[config.mk]
export PLATFORM = sky130hd
export DESIGN_NAME = p_s_tile_ctrl
export DESIGN_NICKNAME = d
export VERILOG_FILES = /design/src/rtl/p_s_tile_ctrl.sv
export SDC_FILE = /design/constraint.sdc
export NUM_CORES = 1
export LEC_CHECK = 0
export CAP_MARGIN = 30
export CORE_MARGIN = 5
export CORE_UTILIZATION = 45
export CTS_BUF_LIST = sky130_fd_sc_hd__clkbuf_8
export DETAILED_ROUTE_END_ITERATION = 16
export HOLD_SLACK_MARGIN = 0.15
export MAX_ROUTING_LAYER = met4
export PLACE_DENSITY = 0.76
export SLEW_MARGIN = 20
export SYNTH_ARGS = -nofsm -noshare
export SYNTH_HDL_FRONTEND = slang
export SYNTH_SLANG_ARGS = --single-unit
[constraint.sdc]
create_clock -name clk -period 1.6 [get_ports clk]
set_input_delay 0.32 -clock clk [delete_from_list [all_inputs] [get_ports clk]]
set_output_delay 0.32 -clock clk [all_outputs]
set_load 0.01 [all_outputs]
[src/rtl/p_s_tile_ctrl.sv]
// p_s_tile_ctrl
//   Sequencing controller for a LANES-to-serial unpacker. Upstream beats
//   (LANES words each) are written row by row into an external ping-pong
//   LANES x BEATS register tile. A full bank is then read out one word at a
//   time under valid/ready flow control, in beat-major (ORDER=0) or
//   lane-major (ORDER=1) order. One bank fills while the other drains.
//
// Ports
//   clk, rst_n              clock (rising edge), async active-low reset
//   in_valid, in_last       upstream beat strobe and end-of-tile marker
//   in_ready                beat accepted this cycle when in_valid is high
//   wr_en, wr_bank, wr_beat buffer write strobe, bank and row
//   rd_en, rd_bank          serial word valid and bank being drained
//   rd_beat, rd_lane        buffer word selected for readout
//   out_ready               downstream consumes the word when rd_en is high
//   out_first, out_last     first / last word of a tile on the serial side
//   err_framing, err_clr    sticky in_last mismatch flag and its clear
//   busy                    any bank full or partial tile in progress
module p_s_tile_ctrl #(
    parameter int LANES = 4,
    parameter int BEATS = 4,
    parameter int ORDER = 0
) (
    input  logic                       clk,
    input  logic                       rst_n,
    input  logic                       in_valid,
    input  logic                       in_last,
    output logic                       in_ready,
    output logic                       wr_en,
    output logic                       wr_bank,
    output logic [$clog2(BEATS)-1:0]   wr_beat,
    output logic                       rd_en,
    output logic                       rd_bank,
    output logic [$clog2(BEATS)-1:0]   rd_beat,
    output logic [$clog2(LANES)-1:0]   rd_lane,
    input  logic                       out_ready,
    output logic                       out_first,
    output logic                       out_last,
    output logic                       err_framing,
    input  logic                       err_clr,
    output logic                       busy
);

    localparam int BW = $clog2(BEATS);
    localparam int LW = $clog2(LANES);
    localparam int N  = LANES * BEATS;
    localparam int KW = $clog2(N);

    localparam logic [BW-1:0] BEAT_MAX = BW'(BEATS - 1);
    localparam logic [KW-1:0] IDX_MAX  = KW'(N - 1);

    logic [1:0]    full_q, full_d;
    logic          wr_bank_q, wr_bank_d;
    logic [BW-1:0] wr_cnt_q, wr_cnt_d;
    logic          rd_bank_q, rd_bank_d;
    logic [KW-1:0] rd_idx_q, rd_idx_d;
    logic          err_q, err_d;

    logic wr_last;
    logic rd_last;
    logic rd_fire;

    // in_ready depends on registers only, so a freed bank shows up one
    // cycle after the drain completes.
    assign in_ready = ~full_q[wr_bank_q];
    assign wr_en    = in_valid & in_ready;
    assign wr_bank  = wr_bank_q;
    assign wr_beat  = wr_cnt_q;

    assign rd_en    = full_q[rd_bank_q];
    assign rd_bank  = rd_bank_q;
    assign rd_fire  = rd_en & out_ready;

    assign wr_last  = (wr_cnt_q == BEAT_MAX);
    assign rd_last  = (rd_idx_q == IDX_MAX);

    assign out_first   = rd_en & (rd_idx_q == '0);
    assign out_last    = rd_en & rd_last;
    assign err_framing = err_q;
    assign busy        = (|full_q) | (wr_cnt_q != '0);

    // Both dimensions are powers of two, so the divide/modulo in the word
    // index mapping reduces to bit slicing of rd_idx.
    generate
        if (ORDER == 0) begin : g_beat_major
            assign rd_beat = rd_idx_q[KW-1:LW];
            assign rd_lane = rd_idx_q[LW-1:0];
        end else begin : g_lane_major
            assign rd_lane = rd_idx_q[KW-1:BW];
            assign rd_beat = rd_idx_q[BW-1:0];
        end
    endgenerate

    always_comb begin
        full_d    = full_q;
        wr_bank_d = wr_bank_q;
        wr_cnt_d  = wr_cnt_q;
        rd_bank_d = rd_bank_q;
        rd_idx_d  = rd_idx_q;
        err_d     = err_q;

        if (wr_en) begin
            if (wr_last) begin
                wr_cnt_d          = '0;
                full_d[wr_bank_q] = 1'b1;
                wr_bank_d         = ~wr_bank_q;
            end else begin
                wr_cnt_d = wr_cnt_q + BW'(1);
            end
        end

        // Fill and drain completion never touch the same full bit: a write
        // needs the bank empty, a read needs it full.
        if (rd_fire) begin
            if (rd_last) begin
                rd_idx_d          = '0;
                full_d[rd_bank_q] = 1'b0;
                rd_bank_d         = ~rd_bank_q;
            end else begin
                rd_idx_d = rd_idx_q + KW'(1);
            end
        end

        // wr_cnt stays authoritative on a mismatch; only the flag records it.
        // The set is evaluated last so it wins over a simultaneous clear.
        if (err_clr) begin
            err_d = 1'b0;
        end
        if (wr_en && (in_last != wr_last)) begin
            err_d = 1'b1;
        end
    end

    always_ff @(posedge clk or negedge rst_n) begin
        if (!rst_n) begin
            full_q    <= '0;
            wr_bank_q <= 1'b0;
            wr_cnt_q  <= '0;
            rd_bank_q <= 1'b0;
            rd_idx_q  <= '0;
            err_q     <= 1'b0;
        end else begin
            full_q    <= full_d;
            wr_bank_q <= wr_bank_d;
            wr_cnt_q  <= wr_cnt_d;
            rd_bank_q <= rd_bank_d;
            rd_idx_q  <= rd_idx_d;
            err_q     <= err_d;
        end
    end

endmodule

Yosys cells after proc, flatten, opt, wreduce, memory -nomap -nowiden
Index checks and enable logic that the tools add are counted.
{"block": "op_classes", "n_addsub": 2, "n_lt_le_gt_ge": 4, "n_eq_ne": 3, "mux": 16, "n_bitwise": 11, "reduce_logical": 9}
{"op": "2-bit 2-to-1 mux", "n": 5}
{"op": "1-bit 2-to-1 mux", "n": 8}
{"op": "4-bit by 1-bit adder with 4-bit output (second input constant)", "n": 1}
{"op": "1-bit bitwise AND", "n": 4}
{"op": "4-bit == test (second input constant)", "n": 1}
{"op": "4-bit zero test", "n": 1}
{"op": "1-bit by 2-bit < comparator with 1-bit output (second input constant)", "n": 2}
{"op": "4-bit 2-to-1 mux", "n": 1}
{"op": "2-bit AND reduction", "n": 2}
{"op": "2-bit nonzero test", "n": 2}
{"op": "1-bit logical AND", "n": 3}
{"op": "1-bit NOT", "n": 3}
{"op": "2-bit by 1-bit adder with 2-bit output (second input constant)", "n": 1}
{"op": "2-bit bitwise AND", "n": 1}
{"op": "1-bit demux with 1-bit select", "n": 2}
{"op": "2-bit == test (second input constant)", "n": 1}
{"op": "1-bit >= comparator (second input constant)", "n": 2}
{"op": "2-bit NOT", "n": 1}
{"op": "2-bit OR", "n": 1}
{"op": "2-bit OR reduction", "n": 1}
{"op": "1-bit != test", "n": 1}
{"op": "1-bit OR", "n": 1}
{"block": "word_totals", "regBits": 11, "in_bits": 6, "word_cells": 51}

Depth between registers and ports, before layout
Gate-level depths: netlist (run 1).
{"block": "logic_depth", "depth_word": 10, "depth_mapped": 4, "ltp_nobuf": 4}

Least setup slack after synthesis (run 1)
Ideal clock, no wire load.
{"block": "synth_path", "path_kind": "flip-flop to output port", "startpoint": "register rd_bank_q, in the netlist rd_bank", "endpoint": "output port out_first", "arrival_time_ns": 1.081, "t_required_ns": 1.280, "slack_ns": 0.199, "path_stages_with_launch": 3, "n_path_buf": 0, "cell_sequence": "dfrtp_1 > mux2i_1 > nor4b_1"}
{"block": "synth_via", "elab_chain_len": 3}
{"item": "start: declaration", "line": "55", "rtl": "logic rd_bank_q, rd_bank_d;"}
{"item": "start signal: assignment", "line": "146", "rtl": "rd_bank_q <= rd_bank_d;"}
{"item": "1-bit 2-to-1 mux (implied by the code) (2 in series)", "line": "70", "rtl": "assign rd_en = full_q[rd_bank_q];"}
{"item": "1-bit bitwise AND", "line": "77", "rtl": "assign out_first = rd_en & (rd_idx_q == '0);"}
{"item": "end: declaration", "line": "37", "rtl": "output logic out_first,"}
No other way between the ends. The select of a mux whose other input is x is not followed.

Final worst setup path (run 1)
Same ends and word-level chain as after synthesis.

==> results of run 1 <==
flip-flops by register name, indices dropped and copies added, names as in the netlist:
| name | count |
|---|---|
| full_q | 2 |
| rd_bank | 1 |
| err_framing | 1 |
| rd_idx_q | 4 |
| wr_beat | 2 |
| wr_bank | 1 |
routing by layer:
layer | GRT usage, % | vias to the layer above | wire [microns]
met5 | - | - | 0
met4 | 8.523 | 0 | 6
met3 | 3.906 | 2 | 126
met2 | 32.42 | 25 | 895
met1 | 25.06 | 285 | 778
li1 | - | 288 | -
cells in the mapped netlist:
cell	instances	area, sq um
a31oi_1	4	25.02
nor4b_1	1	8.760
o22ai_1	1	6.260
nand2_1	2	7.510
dfrtp_1	11	275.3
mux2i_1	1	10.01
a21oi_1	2	10.01
nand3_2	1	10.01
nand2_2	1	6.260
and3_1	2	12.51
inv_2	1	3.750
a31o_1	1	8.760
mux2_4	2	30.03
nand3_1	4	20.02
ha_1	4	50.05
xnor2_1	4	35.03
nor2_1	4	15.01
o21a_1	1	7.510
mux2i_2	1	13.76
buf_2	1	5.000
o21bai_1	1	7.510
inv_1	6	22.52
o22a_1	1	8.760
layout make-up:
type | instances | area (sq um)
multi-input combinational | 38 | 334.1
inverter | 7 | 26.28
clock buffer | 3 | 41.29
tap | 15 | 18.77
clock inverter | 1 | 3.754
sequential | 11 | 275.3
timing repair buffer | 41 | 345.3
fill | 77 | 240.2
where the power goes:
part           leakage, nW  internal (mW)  switching (mW)
clock network       0.0269          0.169           0.112
logic                0.369          0.745           0.574
registers            0.129          0.409           0.123
total                0.526           1.32           0.809
worst reg2reg max path, stage by stage, from the launching register on:
cell,delay [ns]
dfrtp_1,0.40
buf_4,0.15
ha_2,0.18
buf_4,0.14
and3_1,0.20
o21a_1,0.19
a31oi_1,0.16
kinds of logic after synthesis:
kind of cell | synth area share (%)
muxes | 8.977
adders and majority gates | 8.351
xor gates and xnor gates | 5.845
AOI/OAI and AO/OA | 12.32
and+or+nand+nor | 13.36
DFF | 45.93
buffers and inverters | 5.218
metrics by stage:
step | power [mW] | worst slack (ns) | util [%]
CTS | 2.073 | -0.1996 | 79.94
floorplan | 1.030 | 0.1988 | -
detailed placement | 1.720 | -0.1860 | 72.64
global placement | 1.683 | -0.1556 | 72.64
finish | 2.133 | -0.03810 | 81.30
global route | 2.282 | -0.1032 | 81.30
cell usage in the layout, fill, tap and decap left out, drive strengths merged, types with 3 or more instances in the layout:
master	netlist	final
nand2	3	3
nand3	5	5
dfrtp	11	11
dlygate4sd2	0	6
buf	1	23
xnor2	4	4
inv	7	8
clkbuf	0	5
ha	4	4
a31oi	4	4
clkdlybuf4s50	0	8
nor2	4	4
how the worst max path moves through the flow:
stage,from,to,depth (start not counted)
6_report,rd_bank,out_first,4
5_1_grt,rd_bank,out_first,4
4_1_cts,rd_bank,out_first,4
3_5_place_dp,rd_idx_q[0],out_first,4
3_3_place_gp,in_valid,wr_en,4
2_1_floorplan,rd_bank,out_first,2
what timing repair did:
action,4_1_cts,5_1_grt
gates cloned,0,0
pin swaps,2,1
hold buffers,0,0
setup endpoints to repair,10,7
endpoints found under the hold margin,0,0
resized for setup,24,9
buffers inserted,4,1
==> impl_results.md, run 1 <==
* Status: finished with violations
* Failing checks: negative setup slack
* # IOs at 21
* #FFs+latches synth at 11
* Final count of negative-setup-slack endpoints at 2
* # Max-Cap Violations at 0
* Cell Chain, Critical Path: mux2i_2 -> buf_4 -> nor4b_4 -> buf_2
* Worst Path Buf+Inv at 2
* Syn. warnings at 0
* Sequential fraction of the synthesis area at 45.93%
* Starting Density at 46.64%
* Pwr Density at 2041 nW/um^2
* Final Max Tran Viols at 0
* Synth Area per Inst at 10.51 sq um
* DRC viols at 0
* Setup TNS at -0.04219 ns
* Placed cell count at 107
* Startpoint Class: register
* Req. time, crit path at 1.28 ns
* Tot GR Track Use at 20.40%
* Crit path DAT at 1.32 ns
* Critical path type: reg -> out
* Post-detailed-route count of antenna-violating nets at 0
* Initial antenna violation count at 0
* Crit-path slowest cell: dfrtp_1
* Slew margin rel. at 62.73%
* FF-to-FF path depth at 6
* Antenna cells at 0
* Skew final at 0.0006283 ns
* CTS HTree Levels at 1
* Port bufs at 20
* Synth Cell Area at 599.3 sq um
* Core area at 1285 sq um
* FP Rows at 13
* Syn Nets at 67
* Yosys cell types at 23
* CTS tree: built
* Insertion delay to the later sink of the worst-skew pair at 0.24 ns
* CP Capture Type: output pin
* CP Max Fanout at 2
* Inserted Clock Buffers at 3
* Slew @ Worst Pin at 0.5573 ns
* Routed WL per cell at 15.57 microns
* GPL Wtd Cong at 0.7669
* Total grt overflow at 0
* Die extent in x at 46.50 microns
* Max clock buf depth at 2
* Largest net degree at the start of global routing at 12
* Post-DP Area at 933.4 sq um
* Max VDD drop at 1220 uV
* First-pass GRT wire length at 2946 microns
* DP HPWL at 1190 microns
* Via count at 600
* Reg2reg end: rd_idx_q[3]
* Reg2Reg Setup Slack at 0.09 ns
* R2R Path Start: rd_idx_q[0]
* Clock-pin slew of the registers on the worst-case setup and hold paths at 0.05 ns
* Crit path max-delay family: flip-flops
* Layout area overhead at 74.32%
* Number of global-route vias before repair at 652
* CTS root buf: clkbuf_8
* Post-Syn Instances at 57
* Leakage at 0.5256 nW
* Die area at 2162 sq um
* Detailed-route vias per instance at 5.172
* Hold Vio Cnt, Final at 0
* Tmin final at 1.638 ns
* Layout cells sized above 1 at 38.61%
* Maximum clock frequency at 0.6105 GHz
* Setup ws final at -0.03810 ns
* Final std cells w/o fill at 116
* Final Cell Area at 1045 sq um
* First-pass DRT Iterations at 4
* # clock sinks at 11
* CP max stage delay at 0.40 ns
* DRT iter0 DRCs at 12
* Hold Crit Class: in -> async
* Worst hold margin at 0.4423 ns
* Fin nets at 112
* Die Ht at 46.50 microns
* RSZ-0062 raised after global routing: true
* Final Cycle Share at 102.4%
* Post-Route WL at 1806 microns
Note: power is estimated with default switching activity, not from simulation.
==> inputs of run 2 (changes only) <==
- MAX_ROUTING_LAYER: met4 -> unset
==> run 2 against run 1 <==
The flow still finishes with violations (negative setup slack). Cell area unchanged. Final cell count did not move. Non-clock buffer count did not move. Clock skew about the same. Setup slack about the same. Global-route usage decreased by 0.57 points. Combinational power hardly changed. Core utilization unchanged. Count of clock-buffer cells in the layout unchanged. Highest routed layer unchanged.
==> impl_results.md, run 2 (same netlist as run 1, synthesis figures left out) <==
* Hold Vio Cnt, Final at 0
* Top Usage Layer GRT: met2
* Critical path type: reg -> out
* Met3 usage at 4.297%
* Origin of the worst setup path: rd_bank
* Antenna cells at 0
* Number of global-route vias before repair at 653
* Post-DP Area at 933.4 sq um
* GPL Wtd Cong at 0.7570
* # Max-Cap Violations at 0
* Insertion delay to the later sink of the worst-skew pair at 0.24 ns
* Fin nets at 112
* Routed WL per cell at 15.53 microns
* Fillers at 77
* Failing checks: negative setup slack
* Seq. cell area at 275.3 sq um
* Starting Density at 46.64%
* Setup WS pre-CTS at -0.1860 ns
* First-pass GRT wire length at 2946 microns
* Slew margin rel. at 62.73%
* RSZ-0062 raised after global routing: true
* CTS root buf: clkbuf_8
* Leakage at 0.5256 nW
* Largest net degree at the start of global routing at 12
* DRT iter0 DRCs at 12
* Worst hold margin at 0.4423 ns
* Crit-path slowest cell: dfrtp_1
* CTS HTree Levels at 1
* Total grt overflow at 0
* # IOs at 21
* FP Rows at 13
* CP max stage delay at 0.40 ns
* Hold Crit Class: in -> async
* First-pass DRT Iterations at 4
* Final Cell Area at 1045 sq um
* Core area at 1285 sq um
* Setup ws final at -0.03778 ns
* Die area at 2162 sq um
* R2R Path Start: rd_idx_q[0]
* Final std cells w/o fill at 116
* Slew @ Worst Pin at 0.5573 ns
* CP Max Fanout at 2
* Die extent in x at 46.50 microns
* DRC viols at 0
* Final Cycle Share at 102.4%
* Startpoint Class: register
* Inserted Clock Buffers at 3
* Most common cell after layout, fill and taps aside: buf_4
* Tot GR Track Use at 19.82%
* Footprint of the multi-input gates at 334.1 sq um
* Placed cell count at 107
* Final Max Tran Viols at 0
* Most frequent cells in the layout: buf_4, dfrtp_1, clkdlybuf4s50_1, inv_1, dlygate4sd2_1
* Largest register FFs at 4
* Post-detailed-route count of antenna-violating nets at 0
* Worst Path Buf+Inv at 2
* CP Capture Type: output pin
* Largest Register: rd_idx_q
* Reg2reg end: rd_idx_q[3]
* Crit path DAT at 1.32 ns
* Post-Route WL at 1802 microns
* Tmin final at 1.638 ns
* Layout cells sized above 1 at 38.61%
* # clock sinks at 11
* Port bufs at 20
* Crit path to: out_first
* Layout area overhead at 74.32%
* Pwr Density at 2041 nW/um^2
* FF-to-FF path depth at 6
* Max VDD drop at 1221 uV
* Reg2Reg Setup Slack at 0.09 ns
* Skew final at 0.0006377 ns
* Initial antenna violation count at 0
* Req. time, crit path at 1.28 ns
* Met2 GRT Util at 32.42%
* Met1 Usage GRT at 24.82%
* Maximum clock frequency at 0.6106 GHz
* Final count of negative-setup-slack endpoints at 2
* Crit path max-delay family: flip-flops
* Detailed-route vias per instance at 5.181
* CTS Hold Buffers Added at 0
* DP HPWL at 1190 microns
* Die Ht at 46.50 microns
* Stages on worst setup path at 4
* Cell Chain, Critical Path: mux2i_2 -> buf_4 -> nor4b_4 -> buf_2
* Clock-pin slew of the registers on the worst-case setup and hold paths at 0.05 ns
* CTS tree: built
* Via count at 601
* Max clock buf depth at 2
* Status: finished with violations
[run 2: cell counts in the layout (fill, tap and decap cells not counted)]
No cell type changed its count.
[run 2: routing by layer]
| layer | wire, microns | part of all wire (%) | up-vias |
|---|---|---|---|
| met2 | 893 | 50 | 25 |
| li1 | - | - | 288 |
| met4 | 6 | 0.33 | 0 |
| met1 | 769 | 43 | 286 |
| met3 | 133 | 7.4 | 2 |
| met5 | 0 | 0 | - |
[run 2: layout make-up]
class | instances | area share [%]
tap | 15 | 1.796
clock buffer | 3 | 3.952
inverter | 7 | 2.515
clock inverter | 1 | 0.3593
timing repair buffer | 41 | 33.05
multi-input combinational | 38 | 31.98
sequential | 11 | 26.35
[run 2: how the worst min path moves through the flow]
stage / from / end / slack (ns)
after floorplan: rst_n / err_framing / 0.02
after global placement: err_framing / err_framing / 0.51
after detailed placement: err_framing / err_framing / 0.53
after CTS: rst_n / wr_bank / 0.44
after global routing: rst_n / rd_idx_q[3] / 0.48
final: rst_n / rd_idx_q[2] / 0.44
[run 2: worst register-to-register path, delay by kind of cell, from the launching register on]
| family | cells | cell delay [ns] |
|---|---|---|
| adders and majority gates | 1 | 0.18 |
| DFF | 1 | 0.40 |
| buffers and inverters | 2 | 0.29 |
| AOI/OAI and AO/OA | 2 | 0.35 |
| and+or+nand+nor | 1 | 0.20 |
[run 2: metrics by stage]
| stage | total power [mW] | util [%] | setup TNS [ns] |
|---|---|---|---|
| after floorplan | 1.030 | - | 0 |
| after global placement | 1.683 | 72.64 | -0.3708 |
| after detailed placement | 1.720 | 72.64 | -0.4541 |
| after CTS | 2.073 | 79.94 | -0.1996 |
| after global routing | 2.283 | 81.30 | -0.1655 |
| final | 2.132 | 81.30 | -0.04194 |
[run 2: repair_timing]
action / 4_1_cts / 5_1_grt
setup endpoints to repair: 10 / 7
setup buffers: 4 / 1
resized for setup: 24 / 9
pin swaps: 2 / 1
[run 2: power breakdown]
group	internal [mW]	switching, mW	leakage (nW)
combinational	0.745	0.574	0.369
sequential	0.409	0.123	0.129
clock	0.169	0.112	0.0269
total	1.32	0.809	0.526
==> inputs of run 3 (changes only) <==
- CELL_PAD_IN_SITES_DETAIL_PLACEMENT: unset -> 2
- CELL_PAD_IN_SITES_GLOBAL_PLACEMENT: unset -> 2
- CORE_UTILIZATION: 45 -> 27
- PLACE_DENSITY: 0.76 -> 0.75
==> run 3 against run 2 <==
The run still ends with negative setup slack left. First-iteration DRC count fell by 50%. Final cell count increased by 19%. Sequential cell count stayed put.
==> impl_results.md, run 3 (same netlist as run 1, synthesis figures left out) <==
* Internal cell power at 1.443 mW
* CP Max Fanout at 2
* Tot Pwr at 2.388 mW
* Final Cell Area at 1149 sq um
* Leakage at 0.5706 nW
* Tmin final at 1.720 ns
* Slew @ Worst Pin at 0.5636 ns
* Layout cells sized above 1 at 46.36%
* Total grt overflow at 0
* Inserted Clock Buffers at 3
* # IOs at 21
* Die area at 3262 sq um
* # Max-Cap Violations at 0
* Crit path DAT at 1.40 ns
* Clock power share at 11.9%
* Clock-pin slew of the registers on the worst-case setup and hold paths at 0.05 ns
* Die Ht at 57.12 microns
* Critical path type: reg -> out
* Switching Share at 39.58%
* Largest Register: rd_idx_q
* Setup ws final at -0.1196 ns
* Failing checks: negative setup slack
* Number of global-route vias before repair at 816
* Comb pwr share at 66.3%
* Final count of negative-setup-slack endpoints at 2
* Post-Route WL at 2706 microns
* Max VDD drop at 908.9 uV
* Routed WL per cell at 19.61 microns
* Post-DP Area at 994.7 sq um
* Core area at 2170 sq um
* CP Capture Type: output pin
* Setup WS pre-CTS at -0.1966 ns
* Req. time, crit path at 1.28 ns
* Maximum clock frequency at 0.5815 GHz
* Pwr Density at 2079 nW/um^2
* Most frequent cells in the layout: buf_4, dfrtp_1, inv_1, clkdlybuf4s50_1, dlygate4sd2_1
* # clock sinks at 11
* Die extent in x at 57.12 microns
* Layout area overhead at 91.65%
* Status: finished with violations
* Starting Density at 27.62%
* Post-detailed-route count of antenna-violating nets at 0
* RSZ-0062 raised after global routing: true
* Worst hold margin at 0.4408 ns
* CTS tree: built
* Psw at 945.1 uW
* First-pass GRT wire length at 4008 microns
* Insertion delay to the later sink of the worst-skew pair at 0.24 ns
* Antenna cells at 0
* Port bufs at 20
* Fin nets at 121
* Initial antenna violation count at 0
* Largest register FFs at 4
* Startpoint Class: register
* Skew final at 0.004345 ns
* Hold Crit Class: in -> async
* GPL Wtd Cong at 0.7762
* FP Rows at 17
* Hold Vio Cnt, Final at 0
* Via count at 673
* Tot GR Track Use at 16.40%
* Detailed-route vias per instance at 4.877
* Most common cell after layout, fill and taps aside: buf_4
* DRC viols at 0
* DRT iter0 DRCs at 6
* First-pass DRT Iterations at 4
* Final Cycle Share at 107.5%
* Finished Core Util at 52.94%
* Max clock buf depth at 2
* Flop pwr share at 21.9%
* CTS root buf: clkbuf_8
* Final Max Tran Viols at 0
* Largest net degree at the start of global routing at 12
* DP HPWL at 1699 microns
* CTS HTree Levels at 1
* Slew margin rel. at 62.31%
* Fillers at 234
[run 3: cell count changes in the layout (fill, tap and decap cells not counted), moves of 2 or more]
cell and delta:
buf_4 +9, buf_2 +2, mux2i_2 -2, mux2i_4 +2
[run 3: stage by stage]
step                TNS, ns  instances
floorplan                 0         57
global placement    -0.5187        126
detailed placement  -0.7104        126
CTS                 -0.1743        136
global route        -0.4206        138
finish              -0.2201        138
[run 3: critical path, stage by stage (launching register included)]
cell and delay [ns]:
dfrtp_1 0.39, buf_4 0.15, mux2i_4 0.18, buf_4 0.14
inv_2 0.03, dlygate4sd2_1 0.27
[run 3: path summary, 6_finish.rpt]
kind | cells past startpoint | start | slack [ns] | endpoint
min reg2reg | 2 | err_framing | 0.57 | err_framing
max in group asynchronous | 1 | rst_n | 0.75 | rd_idx_q[2]
min | 1 | rst_n | 0.44 | err_framing
max reg2reg | 6 | full_q[0] | 0.10 | wr_beat[1]
max | 5 | full_q[0] | -0.12 | rd_en
min in group clk | 2 | err_framing | 0.57 | err_framing
[run 3: layout make-up]
type | count | area, sq um | share of cell area, %
multi-input cells | 38 | 354.1 | 30.83
flip-flops and latches | 11 | 276.5 | 24.07
well taps | 28 | 35.03 | 3.050
clock inverters | 1 | 3.754 | 0.3268
inverters | 7 | 26.28 | 2.288
clock buffers | 3 | 41.29 | 3.595
repair buffers | 50 | 411.6 | 35.84
[run 3: routing by layer]
metal / wire [microns] / share of wire, % / vias up / global-route usage [%]
li1: - / - / 303 / -
met5: 0 / 0 / - / 0
met4: 56 / 2.1 / 0 / 6.954
met2: 1437 / 53 / 25 / 30.83
met3: 102 / 3.8 / 6 / 2.489
met1: 1109 / 41 / 339 / 18.06
[run 3: power groups by stage]
stage,clock network (mW),logic (mW),registers [mW]
3_5_place_dp,0,1.34,0.522
6_report,0.284,1.58,0.522
5_1_grt,0.303,1.70,0.540
4_1_cts,0.288,1.52,0.512
3_3_place_gp,0,1.27,0.506
2_1_floorplan,0,0.428,0.602
[run 3: repair_timing]
item                                    CTS  global route
pin swaps                                 1             1
setup buffers                             6             2
endpoints found under the setup margin   12             7
gates resized for setup                  34             8
hold buffers                              0             0
